## src/rtl/ahb_matrix_pkg.sv

```systemverilog
// Shared AHB-Lite encodings and helpers for the bus-matrix output stage.
// Optional build macro for the output stage: AHB_OUTSTAGE_FIXED_PRIO_EN.
package ahb_matrix_pkg;

    typedef enum logic [1:0] {
        HTRANS_IDLE   = 2'b00,
        HTRANS_BUSY   = 2'b01,
        HTRANS_NONSEQ = 2'b10,
        HTRANS_SEQ    = 2'b11
    } htrans_e;

    localparam logic [2:0] HBURST_SINGLE = 3'b000;

    // Width of a port index; never zero so a 1-port build still has a legal vector.
    function automatic int port_idx_w(input int n);
        return (n > 1) ? $clog2(n) : 1;
    endfunction

endpackage

```

## src/rtl/ahb_matrix_outstage_rr_if.sv

```systemverilog
// Bus bundle of one matrix output stage: flattened master-side ports in, one slave port out.
// Optional build macro for the output stage: AHB_OUTSTAGE_FIXED_PRIO_EN.
interface ahb_matrix_outstage_rr_if #(
    parameter int NUM_PORTS = 4,
    parameter int ADDR_W    = 32,
    parameter int DATA_W    = 32
);
    logic [NUM_PORTS-1:0]        HSEL_SUB;
    logic [NUM_PORTS*ADDR_W-1:0] HADDR_SUB;
    logic [NUM_PORTS*2-1:0]      HTRANS_SUB;
    logic [NUM_PORTS-1:0]        HWRITE_SUB;
    logic [NUM_PORTS*3-1:0]      HSIZE_SUB;
    logic [NUM_PORTS*3-1:0]      HBURST_SUB;
    logic [NUM_PORTS*4-1:0]      HPROT_SUB;
    logic [NUM_PORTS*DATA_W-1:0] HWDATA_SUB;
    logic [NUM_PORTS-1:0]        TRANS_HOLD_SUB;
    logic                        HREADYOUT;

    logic [NUM_PORTS-1:0]        ACTIVE_SUB;
    logic                        HSEL;
    logic [ADDR_W-1:0]           HADDR;
    logic [1:0]                  HTRANS;
    logic                        HWRITE;
    logic [2:0]                  HSIZE;
    logic [2:0]                  HBURST;
    logic [3:0]                  HPROT;
    logic                        HREADY;
    logic [DATA_W-1:0]           HWDATA;

    // The output stage drives the slave, so it is the master on this bundle.
    modport master (
        input  HSEL_SUB, HADDR_SUB, HTRANS_SUB, HWRITE_SUB, HSIZE_SUB, HBURST_SUB,
               HPROT_SUB, HWDATA_SUB, TRANS_HOLD_SUB, HREADYOUT,
        output ACTIVE_SUB, HSEL, HADDR, HTRANS, HWRITE, HSIZE, HBURST, HPROT,
               HREADY, HWDATA
    );

    modport slave (
        output HSEL_SUB, HADDR_SUB, HTRANS_SUB, HWRITE_SUB, HSIZE_SUB, HBURST_SUB,
               HPROT_SUB, HWDATA_SUB, TRANS_HOLD_SUB, HREADYOUT,
        input  ACTIVE_SUB, HSEL, HADDR, HTRANS, HWRITE, HSIZE, HBURST, HPROT,
               HREADY, HWDATA
    );

endinterface

```

## src/rtl/ahb_matrix_rr_arbiter.sv

```systemverilog
// Registered arbiter with burst locking; round-robin unless AHB_OUTSTAGE_FIXED_PRIO_EN
// selects fixed lowest-index priority.
module ahb_matrix_rr_arbiter
    import ahb_matrix_pkg::*;
#(
    parameter int NUM_PORTS = 4,
    parameter int IDX_W     = port_idx_w(NUM_PORTS)
) (
    input  logic                   HCLK,
    input  logic                   HRESETn,
    input  logic                   hready_i,
    input  logic [NUM_PORTS-1:0]   hsel_i,
    input  logic [NUM_PORTS-1:0]   trans_hold_i,
    input  logic [NUM_PORTS*2-1:0] htrans_i,
    input  logic [NUM_PORTS*3-1:0] hburst_i,
    output logic [IDX_W-1:0]       grant_o,
    output logic                   noport_o
);

    logic [NUM_PORTS-1:0] req;
    logic [NUM_PORTS-1:0] cand;
    logic [IDX_W-1:0]     winner;
    logic [IDX_W-1:0]     grant_q, grant_d;
    logic                 noport_q, noport_d;
    htrans_e              cur_trans;
    logic [2:0]           cur_burst;
    logic                 lock;

    function automatic logic [IDX_W-1:0] first_set(input logic [NUM_PORTS-1:0] v);
        logic [IDX_W-1:0] idx;
        idx = '0;
        for (int i = NUM_PORTS - 1; i >= 0; i--) begin
            if (v[i]) idx = IDX_W'(i);
        end
        return idx;
    endfunction

    assign req = hsel_i & trans_hold_i;

    // The owner keeps the bus through the rest of a burst while it still requests.
    always_comb begin
        cur_trans = htrans_e'(htrans_i[int'(grant_q)*2 +: 2]);
        cur_burst = hburst_i[int'(grant_q)*3 +: 3];
        lock      = !noport_q && req[grant_q] &&
                    (cur_trans == HTRANS_SEQ || cur_trans == HTRANS_BUSY ||
                     (cur_trans == HTRANS_NONSEQ && cur_burst != HBURST_SINGLE));
    end

`ifdef AHB_OUTSTAGE_FIXED_PRIO_EN
    assign cand = req;
`else
    logic [IDX_W-1:0]     ptr_q, ptr_d;
    logic [NUM_PORTS-1:0] above_ptr;

    // Ports above the last winner go first; if none request, wrap to the full set.
    always_comb begin
        // NOTE: every combinational output gets a default before any branch, so no latch is inferred.
        above_ptr = '0;
        for (int i = 0; i < NUM_PORTS; i++) begin
            above_ptr[i] = (i > int'(ptr_q));
        end
        cand = (|(req & above_ptr)) ? (req & above_ptr) : req;
        ptr_d = (hready_i && !lock && |req) ? winner : ptr_q;
    end

    always_ff @(posedge HCLK or negedge HRESETn) begin
        if (!HRESETn) ptr_q <= '0;
        else          ptr_q <= ptr_d;
    end
`endif

    assign winner = first_set(cand);

    always_comb begin
        grant_d  = grant_q;
        noport_d = noport_q;
        if (hready_i && !lock) begin
            if (|req) begin
                grant_d  = winner;
                noport_d = 1'b0;
            end else begin
                noport_d = 1'b1;
            end
        end
    end

    // NOTE: state registers use non-blocking assignments so all of them sample pre-edge values.
    always_ff @(posedge HCLK or negedge HRESETn) begin
        if (!HRESETn) begin
            grant_q  <= '0;
            noport_q <= 1'b1;
        end else begin
            grant_q  <= grant_d;
            noport_q <= noport_d;
        end
    end

    assign grant_o  = grant_q;
    assign noport_o = noport_q;

endmodule

```

## src/rtl/ahb_matrix_outstage_rr.sv

```systemverilog
// AHB-Lite bus-matrix output stage: arbitrates NUM_PORTS input stages onto one slave.
// Build with AHB_OUTSTAGE_FIXED_PRIO_EN for fixed priority instead of round-robin.
module ahb_matrix_outstage_rr
    import ahb_matrix_pkg::*;
#(
    parameter int NUM_PORTS = 4,
    parameter int ADDR_W    = 32,
    parameter int DATA_W    = 32
) (
    input  logic                     HCLK,
    input  logic                     HRESETn,
    ahb_matrix_outstage_rr_if.master bus
);

    localparam int IDX_W = port_idx_w(NUM_PORTS);

    logic [IDX_W-1:0]     grant;
    logic                 noport;
    logic                 hready;

    logic                 hsel;
    logic [ADDR_W-1:0]    haddr;
    logic [1:0]           htrans;
    logic                 hwrite;
    logic [2:0]           hsize;
    logic [2:0]           hburst;
    logic [3:0]           hprot;
    logic [NUM_PORTS-1:0] active;
    logic [DATA_W-1:0]    hwdata;

    logic                 trans_state_q, trans_state_d;
    logic [IDX_W-1:0]     dp_port_q, dp_port_d;
    logic                 dp_valid_q, dp_valid_d;

    ahb_matrix_rr_arbiter #(
        .NUM_PORTS (NUM_PORTS),
        .IDX_W     (IDX_W)
    ) u_arbiter (
        .HCLK         (HCLK),
        .HRESETn      (HRESETn),
        .hready_i     (hready),
        .hsel_i       (bus.HSEL_SUB),
        .trans_hold_i (bus.TRANS_HOLD_SUB),
        .htrans_i     (bus.HTRANS_SUB),
        .hburst_i     (bus.HBURST_SUB),
        .grant_o      (grant),
        .noport_o     (noport)
    );

    // Address phase: pass the owner straight through, or drive IDLE with no owner.
    always_comb begin
        int g;
        g      = int'(grant);
        hsel   = 1'b0;
        haddr  = '0;
        htrans = HTRANS_IDLE;
        hwrite = 1'b0;
        hsize  = '0;
        hburst = '0;
        hprot  = '0;
        active = '0;
        if (!noport) begin
            hsel      = bus.HSEL_SUB[g];
            haddr     = bus.HADDR_SUB[g*ADDR_W +: ADDR_W];
            htrans    = bus.HTRANS_SUB[g*2 +: 2];
            hwrite    = bus.HWRITE_SUB[g];
            hsize     = bus.HSIZE_SUB[g*3 +: 3];
            hburst    = bus.HBURST_SUB[g*3 +: 3];
            hprot     = bus.HPROT_SUB[g*4 +: 4];
            active[g] = 1'b1;
        end
    end

    // Slave wait states only count once a selected transfer has entered its data phase.
    assign hready = trans_state_q ? bus.HREADYOUT : 1'b1;

    always_comb begin
        trans_state_d = trans_state_q;
        dp_port_d     = dp_port_q;
        dp_valid_d    = dp_valid_q;
        if (hready) begin
            trans_state_d = hsel;
            dp_port_d     = grant;
            dp_valid_d    = !noport;
        end
    end

    always_ff @(posedge HCLK or negedge HRESETn) begin
        if (!HRESETn) begin
            trans_state_q <= 1'b0;
            dp_port_q     <= '0;
            dp_valid_q    <= 1'b0;
        end else begin
            trans_state_q <= trans_state_d;
            dp_port_q     <= dp_port_d;
            dp_valid_q    <= dp_valid_d;
        end
    end

    assign hwdata = dp_valid_q ? bus.HWDATA_SUB[int'(dp_port_q)*DATA_W +: DATA_W] : '0;

    assign bus.HSEL       = hsel;
    assign bus.HADDR      = haddr;
    assign bus.HTRANS     = htrans;
    assign bus.HWRITE     = hwrite;
    assign bus.HSIZE      = hsize;
    assign bus.HBURST     = hburst;
    assign bus.HPROT      = hprot;
    assign bus.ACTIVE_SUB = active;
    assign bus.HREADY     = hready;
    assign bus.HWDATA     = hwdata;

endmodule
```

## src/flat_wrapper.sv

```systemverilog
// flat-port wrapper written by rule: the top's interface ports become plain ports
module ahb_matrix_outstage_rr_flat import ahb_matrix_pkg::*;
#(
    parameter int NUM_PORTS = 4,
    parameter int ADDR_W    = 32,
    parameter int DATA_W    = 32
)
  (HCLK, HRESETn, bus_HSEL_SUB, bus_HADDR_SUB, bus_HTRANS_SUB, bus_HWRITE_SUB, bus_HSIZE_SUB, bus_HBURST_SUB, bus_HPROT_SUB, bus_HWDATA_SUB, bus_TRANS_HOLD_SUB, bus_HREADYOUT, bus_ACTIVE_SUB, bus_HSEL, bus_HADDR, bus_HTRANS, bus_HWRITE, bus_HSIZE, bus_HBURST, bus_HPROT, bus_HREADY, bus_HWDATA);
  ahb_matrix_outstage_rr_if #(.NUM_PORTS(NUM_PORTS), .ADDR_W(ADDR_W), .DATA_W(DATA_W)) bus_i ();
  input  logic HCLK;
  input  logic HRESETn;
  input wire logic [$bits(bus_i.HSEL_SUB)-1:0] bus_HSEL_SUB;
  input wire logic [$bits(bus_i.HADDR_SUB)-1:0] bus_HADDR_SUB;
  input wire logic [$bits(bus_i.HTRANS_SUB)-1:0] bus_HTRANS_SUB;
  input wire logic [$bits(bus_i.HWRITE_SUB)-1:0] bus_HWRITE_SUB;
  input wire logic [$bits(bus_i.HSIZE_SUB)-1:0] bus_HSIZE_SUB;
  input wire logic [$bits(bus_i.HBURST_SUB)-1:0] bus_HBURST_SUB;
  input wire logic [$bits(bus_i.HPROT_SUB)-1:0] bus_HPROT_SUB;
  input wire logic [$bits(bus_i.HWDATA_SUB)-1:0] bus_HWDATA_SUB;
  input wire logic [$bits(bus_i.TRANS_HOLD_SUB)-1:0] bus_TRANS_HOLD_SUB;
  input wire logic [$bits(bus_i.HREADYOUT)-1:0] bus_HREADYOUT;
  output wire logic [$bits(bus_i.ACTIVE_SUB)-1:0] bus_ACTIVE_SUB;
  output wire logic [$bits(bus_i.HSEL)-1:0] bus_HSEL;
  output wire logic [$bits(bus_i.HADDR)-1:0] bus_HADDR;
  output wire logic [$bits(bus_i.HTRANS)-1:0] bus_HTRANS;
  output wire logic [$bits(bus_i.HWRITE)-1:0] bus_HWRITE;
  output wire logic [$bits(bus_i.HSIZE)-1:0] bus_HSIZE;
  output wire logic [$bits(bus_i.HBURST)-1:0] bus_HBURST;
  output wire logic [$bits(bus_i.HPROT)-1:0] bus_HPROT;
  output wire logic [$bits(bus_i.HREADY)-1:0] bus_HREADY;
  output wire logic [$bits(bus_i.HWDATA)-1:0] bus_HWDATA;
  assign bus_i.HSEL_SUB = bus_HSEL_SUB;
  assign bus_i.HADDR_SUB = bus_HADDR_SUB;
  assign bus_i.HTRANS_SUB = bus_HTRANS_SUB;
  assign bus_i.HWRITE_SUB = bus_HWRITE_SUB;
  assign bus_i.HSIZE_SUB = bus_HSIZE_SUB;
  assign bus_i.HBURST_SUB = bus_HBURST_SUB;
  assign bus_i.HPROT_SUB = bus_HPROT_SUB;
  assign bus_i.HWDATA_SUB = bus_HWDATA_SUB;
  assign bus_i.TRANS_HOLD_SUB = bus_TRANS_HOLD_SUB;
  assign bus_i.HREADYOUT = bus_HREADYOUT;
  assign bus_ACTIVE_SUB = bus_i.ACTIVE_SUB;
  assign bus_HSEL = bus_i.HSEL;
  assign bus_HADDR = bus_i.HADDR;
  assign bus_HTRANS = bus_i.HTRANS;
  assign bus_HWRITE = bus_i.HWRITE;
  assign bus_HSIZE = bus_i.HSIZE;
  assign bus_HBURST = bus_i.HBURST;
  assign bus_HPROT = bus_i.HPROT;
  assign bus_HREADY = bus_i.HREADY;
  assign bus_HWDATA = bus_i.HWDATA;
  ahb_matrix_outstage_rr #(.NUM_PORTS(NUM_PORTS), .ADDR_W(ADDR_W), .DATA_W(DATA_W)) u_core (.HCLK(HCLK), .HRESETn(HRESETn), .bus(bus_i));
endmodule
```

## config.mk

```make
export PLATFORM = sky130hd
export DESIGN_NAME = ahb_matrix_outstage_rr_flat
export DESIGN_NICKNAME = d
export VERILOG_FILES = /design/src/rtl/ahb_matrix_pkg.sv /design/src/rtl/ahb_matrix_outstage_rr_if.sv /design/src/rtl/ahb_matrix_rr_arbiter.sv /design/src/rtl/ahb_matrix_outstage_rr.sv /design/src/flat_wrapper.sv
export SDC_FILE = /design/constraint.sdc
export NUM_CORES = 1
export LEC_CHECK = 0
export ABC_AREA = 1
export CAP_MARGIN = 20
export CORE_AREA = 2 2 154 156
export DETAILED_ROUTE_END_ITERATION = 16
export DIE_AREA = 0 0 156 158
export SYNTH_ARGS = -nofsm -noshare
export SYNTH_HDL_FRONTEND = slang
export SYNTH_HIERARCHICAL = 1
export SYNTH_SLANG_ARGS = --single-unit
export TNS_END_PERCENT = 10
```

## constraint.sdc

```tcl
create_clock -name HCLK -period 2 [get_ports HCLK]
set_clock_uncertainty 0.1 [all_clocks]
set_input_delay 0.4 -clock HCLK [delete_from_list [all_inputs] [get_ports HCLK]]
set_output_delay 0.4 -clock HCLK [all_outputs]
set_load 0.01 [all_outputs]
```

[After elaboration in Yosys (flattened, before gate mapping)]
Cells that the tools add are included.
Storage, ports and cells
  bits in registers: 9
  bits of input ports: 319
  output and inout bits: 83
  word-level logic and storage cells: 62
Cells by class
  multiply operators: 1
  order comparisons: 6
  equal/unequal tests: 3
  shifts and indexed selects: 6
  mux-type cells: 24
  bitwise operators: 2
  reductions and logical operators: 14
Operator list (count)
  128-bit by 8-bit variable part select with 32-bit output: 2
  32-bit 2-to-1 mux: 2
  12-bit by 32-bit variable part select with 3-bit output: 2
  16-bit by 5-bit variable part select with 4-bit output: 1
  4-bit 2-to-1 mux: 3
  2-bit 2-to-1 mux: 5
  4-bit AND: 2
  1-bit 2-to-1 mux: 8
  4-bit OR reduction: 2
  8-bit by 4-bit variable part select with 2-bit output: 1
  1-bit binary-select mux with 2-bit select: 3
  1-bit logical AND: 6
  2-bit by 3-bit < comparator with 1-bit output, second input constant: 2
  3-bit 2-to-1 mux: 2
  2-bit == test, second input constant: 2
  2-bit greater-than comparator, first input constant: 2
  2-bit by 2-bit multiplier with 4-bit output, second input constant: 1
  3-bit nonzero test: 1
  1-bit demux with 2-bit select: 1
  2-bit by 1-bit == test with 1-bit output, second input constant: 1
  2-bit by 1-bit greater-or-equal comparator with 1-bit output, second input constant: 1
  1-bit by 2-bit greater-than comparator with 1-bit output, first input constant: 1
  1-bit logical NOT: 2
  1-bit logical OR: 2
  2-bit AND reduction: 1

[Logic depth before layout (Yosys ltp)]
  depth after elaboration: 9
  gate-level depth with buffers: 12

[Hierarchy]
Netlist, hierarchy kept.
Modules (own cells, without submodules)
  ahb_matrix_outstage_rr: times used 1, cells each 803, area each 3367.0 sq um, sequential area each 100.1 sq um
  ahb_matrix_rr_arbiter: times used 1, cells each 82, area each 455.4 sq um, sequential area each 76.3 sq um

[Worst setup path before layout]
Ideal clock, no wire load.
  kind: register to output
  start point: register, netlist name u_core/u_arbiter/ptr_q[1]
  end point: output bus_HADDR[0]
  data arrival time: 1.173 ns
  data required time: 1.500 ns
  path slack: 0.327 ns
  cell stages (with the launch flop): 9
  cells stage by stage: dfrtp_1 > buf_6 > inv_4 > buf_6 > buf_6 > nand3_1 > nand2_1 > nor2_1 > nor2_1
RTL lines
  end, declared: RTL line flat_wrapper.sv:24  | output wire logic [$bits(bus_i.HADDR)-1:0] bus_HADDR;

==> reports/qor.yml <==
outcome: "finished, violations left"
violations: "negative setup slack"
r2r_cells: 13
yosysTopAreaCell: "nand2_1"
startpoint_type: "register"
vias_per_cell: 4.15
r2r-end: "u_core/u_arbiter/ptr_q[0]"
setup_viol: 56
wirelength_mm: 22.6
p_switching_mw: 4.83
die_w_um: 156
pre_cts_ws_ns: -0.407
hold_viol: 0
crit_fanout: 6
max_stage_delay_ns: 0.44
grt_pass1_wl_mm: 32.1
crit_slowest_cell: "dfrtp_2"
drv_cap: 0
fmax_mhz: 455
fin_cells: 1610
p_seq_share_pct: 3.4
clock-sinks: 7
port_buffers: 401
placed_cells: 1578
worst_pin_slew_ns: 0.342
p_clk_share_pct: 3.7
netlist_top_cells_area: "nand2_1, nor2_1, inv_1"
via_count: 6680
pin_count: 402
cts.clk_slew.worst_paths_ns: 0.04
avgSynthCellArea_um2: 4.32
fin_crit_sh_pct: 110
clockBufferDepth: 2
slew_headroom_pct: 77.1
crit_path_frequent_cell: "nor2_1"
cp-end-kind: "primary output"
cp_top_family: "buffers and inverters"
layout-drive-gt1-share_pct: 18.3
worstPathRequired_ns: 1.50
grt_max_degree: 35
yosysWarningCount: 6
utilization_pct: 38.3
area_growth_pct: 131
fin_setup_tns_ns: -6.66
synth-seq-cells: 7
synth_top_area_share_pct: 39.9
yosysUniqueCellTypes: 26
yosysSeqAreaShare_pct: 4.62
placed_area_um2: 8460
p_leak_nw: 4.49
track_usage_pct: 16.3
cp.arrival_ns: 1.70
syn_inst: 885
p_total_mw: 9.37
power-per-cell-area_nw_per_um2: 1060
firstDrtPassIters: 5
wl_per_cell_um: 14.0
core_um2: 23100
worst_hold_slack_ns: 0.338
cts_hold_buf: 0
rr_startpoint: "u_core/u_arbiter/ptr_q[1]"
cts-root-buf: "clkbuf_16"
power_frac_comb_pct: 92.9
antenna_found_initial: 2
final_nets: 1638
setup_ws_ns: -0.198
cp.depth: 9
dieArea_um2: 24600
path_class: "reg -> out"
grt_pass1_vias: 6351
numCtsBuffers: 3
intPower_mw: 4.55
crit_chain: "buf_6 -> nor2_8 -> buf_12 -> clkbuf_16 -> nand2_1 -> nand2_2 -> nor2_1 -> nor2_1 -> buf_2"
gp_congestion: 0.831
drt_drc_violations_left: 0
placementRows: 56
die_y_um: 158
drt_iter0_drc: 317
cts-htree-levels: 1
synth_area_um2: 3820
min_path_type: "in -> async"
crit_buf_inv: 4
cts_tree: "done"
syn_nets: 1204
crit_path_end: "bus_HADDR[20]"
antenna_left: 0
fin_crit_ns: 2.20
fillCellCount: 2591
maxSlewViolCount: 0
rsz0062_at_grt: "yes"
start_util_pct: 16.6
clk_latency_ns: 0.23
place_hpwl_mm: 17.5
critical_path.startpoint: "u_core/u_arbiter/ptr_q[1]"
grt_overflow: 0
irDropWorstVdd_mv: 0.477
sw_frac_of_total_pct: 51.5
reg2reg_slack_ns: 0.14
stdcell_area_um2: 8830
-- final cells by class --
type / instances / area [um^2] / area share [%]
multi-input cells: 742 / 3170 / 35.9
diodes: 2 / 5.00 / 0.0567
well taps: 290 / 363 / 4.11
inverters: 80 / 315 / 3.57
repair buffers: 485 / 4710 / 53.4
clock buffers: 4 / 78.8 / 0.893
flip-flops and latches: 7 / 183 / 2.07
-- how the worst min path moves through the flow --
| stage | from | to | slack, ns | cells after the start |
|---|---|---|---|---|
| final | HRESETn | u_core/trans_state_q | 0.34 | 1 |
| after global routing | HRESETn | u_core/trans_state_q | 0.38 | 1 |
| after CTS | HRESETn | u_core/trans_state_q | 0.35 | 1 |
| after detailed placement | u_core/dp_valid_q | u_core/dp_valid_q | 0.47 | 2 |
| after global placement | u_core/dp_valid_q | u_core/dp_valid_q | 0.46 | 2 |
| after floorplan | HRESETn | u_core/dp_port_q[0] | 0.004 | 0 |
-- cell usage in the layout, fill, tap and decap left out, types with 4 or more instances in the layout --
| master | synthesis | layout |
|---|---|---|
| nand2_4 | 0 | 6 |
| clkdlybuf4s15_2 | 0 | 11 |
| nand2_2 | 3 | 22 |
| nor3_1 | 4 | 4 |
| nand3_1 | 50 | 44 |
| nand3_2 | 2 | 8 |
| a21oi_1 | 34 | 25 |
| a21oi_2 | 0 | 9 |
| inv_2 | 1 | 4 |
| buf_2 | 25 | 67 |
| buf_6 | 12 | 16 |
| clkdlybuf4s50_1 | 0 | 318 |
| buf_12 | 0 | 19 |
| nor2_1 | 229 | 219 |
| nor2_2 | 2 | 11 |
| clkbuf_16 | 0 | 6 |
| nand2_1 | 406 | 381 |
| buf_4 | 5 | 42 |
| inv_1 | 76 | 73 |
-- repair_timing --
item                                    CTS  global route
endpoints found under the setup margin   83            81
pin swaps                                 3            33
cloned                                    2             4
gates resized for setup                 300           101
buffers inserted                         17             4
-- flip-flops by register name, summed over array words and instances (netlist names) --
register	count
u_core/u_arbiter/noport_o	1
u_core/trans_state_q	1
u_core/dp_port_q	2
u_core/u_arbiter/ptr_q	2
u_core/dp_valid_q	1
-- metal layers --
layer,global-route usage [%],vias to the layer above,share of wire (%)
li1,-,3505,-
met1,18.2,2869,40
met2,31.1,287,51
met3,3.72,19,8.5
met4,4.15,0,1.2
met5,0,-,0
-- Yosys cell counts --
cell,n
nor3_2,1
nand3_2,2
buf_4,5
nor2_1,229
buf_2,25
inv_6,1
buf_6,12
o21ai_1,1
nor3_1,4
nor2_4,2
clkbuf_1,13
inv_4,1
buf_1,1
a21oi_1,34
dfrtp_1,6
dfstp_2,1
clkinv_2,1
nor2_2,2
nand3_1,50
nand2_2,3
o21ai_0,3
nand2_1,406
nor2_8,2
inv_1,76
nand4_1,3
inv_2,1
-- power by group through the flow --
| stage | clock [mW] | combinational, mW | sequential, mW |
|---|---|---|---|
| 2_1_floorplan | 0 | 4.32 | 0.241 |
| 3_3_place_gp | 0 | 8.37 | 0.396 |
| 3_5_place_dp | 0 | 8.36 | 0.394 |
| 4_1_cts | 0.352 | 8.19 | 0.319 |
| 5_1_grt | 0.356 | 9.56 | 0.338 |
| 6_report | 0.345 | 8.71 | 0.321 |
-- cell families after synthesis --
logic type,Yosys count,synth area share [%]
AOI/OAI and AO/OA,38,4.98
buffers and inverters,136,17.3
DFF,7,4.62
and+or+nand+nor,704,73.2
(Power assumes the default switching activity.)
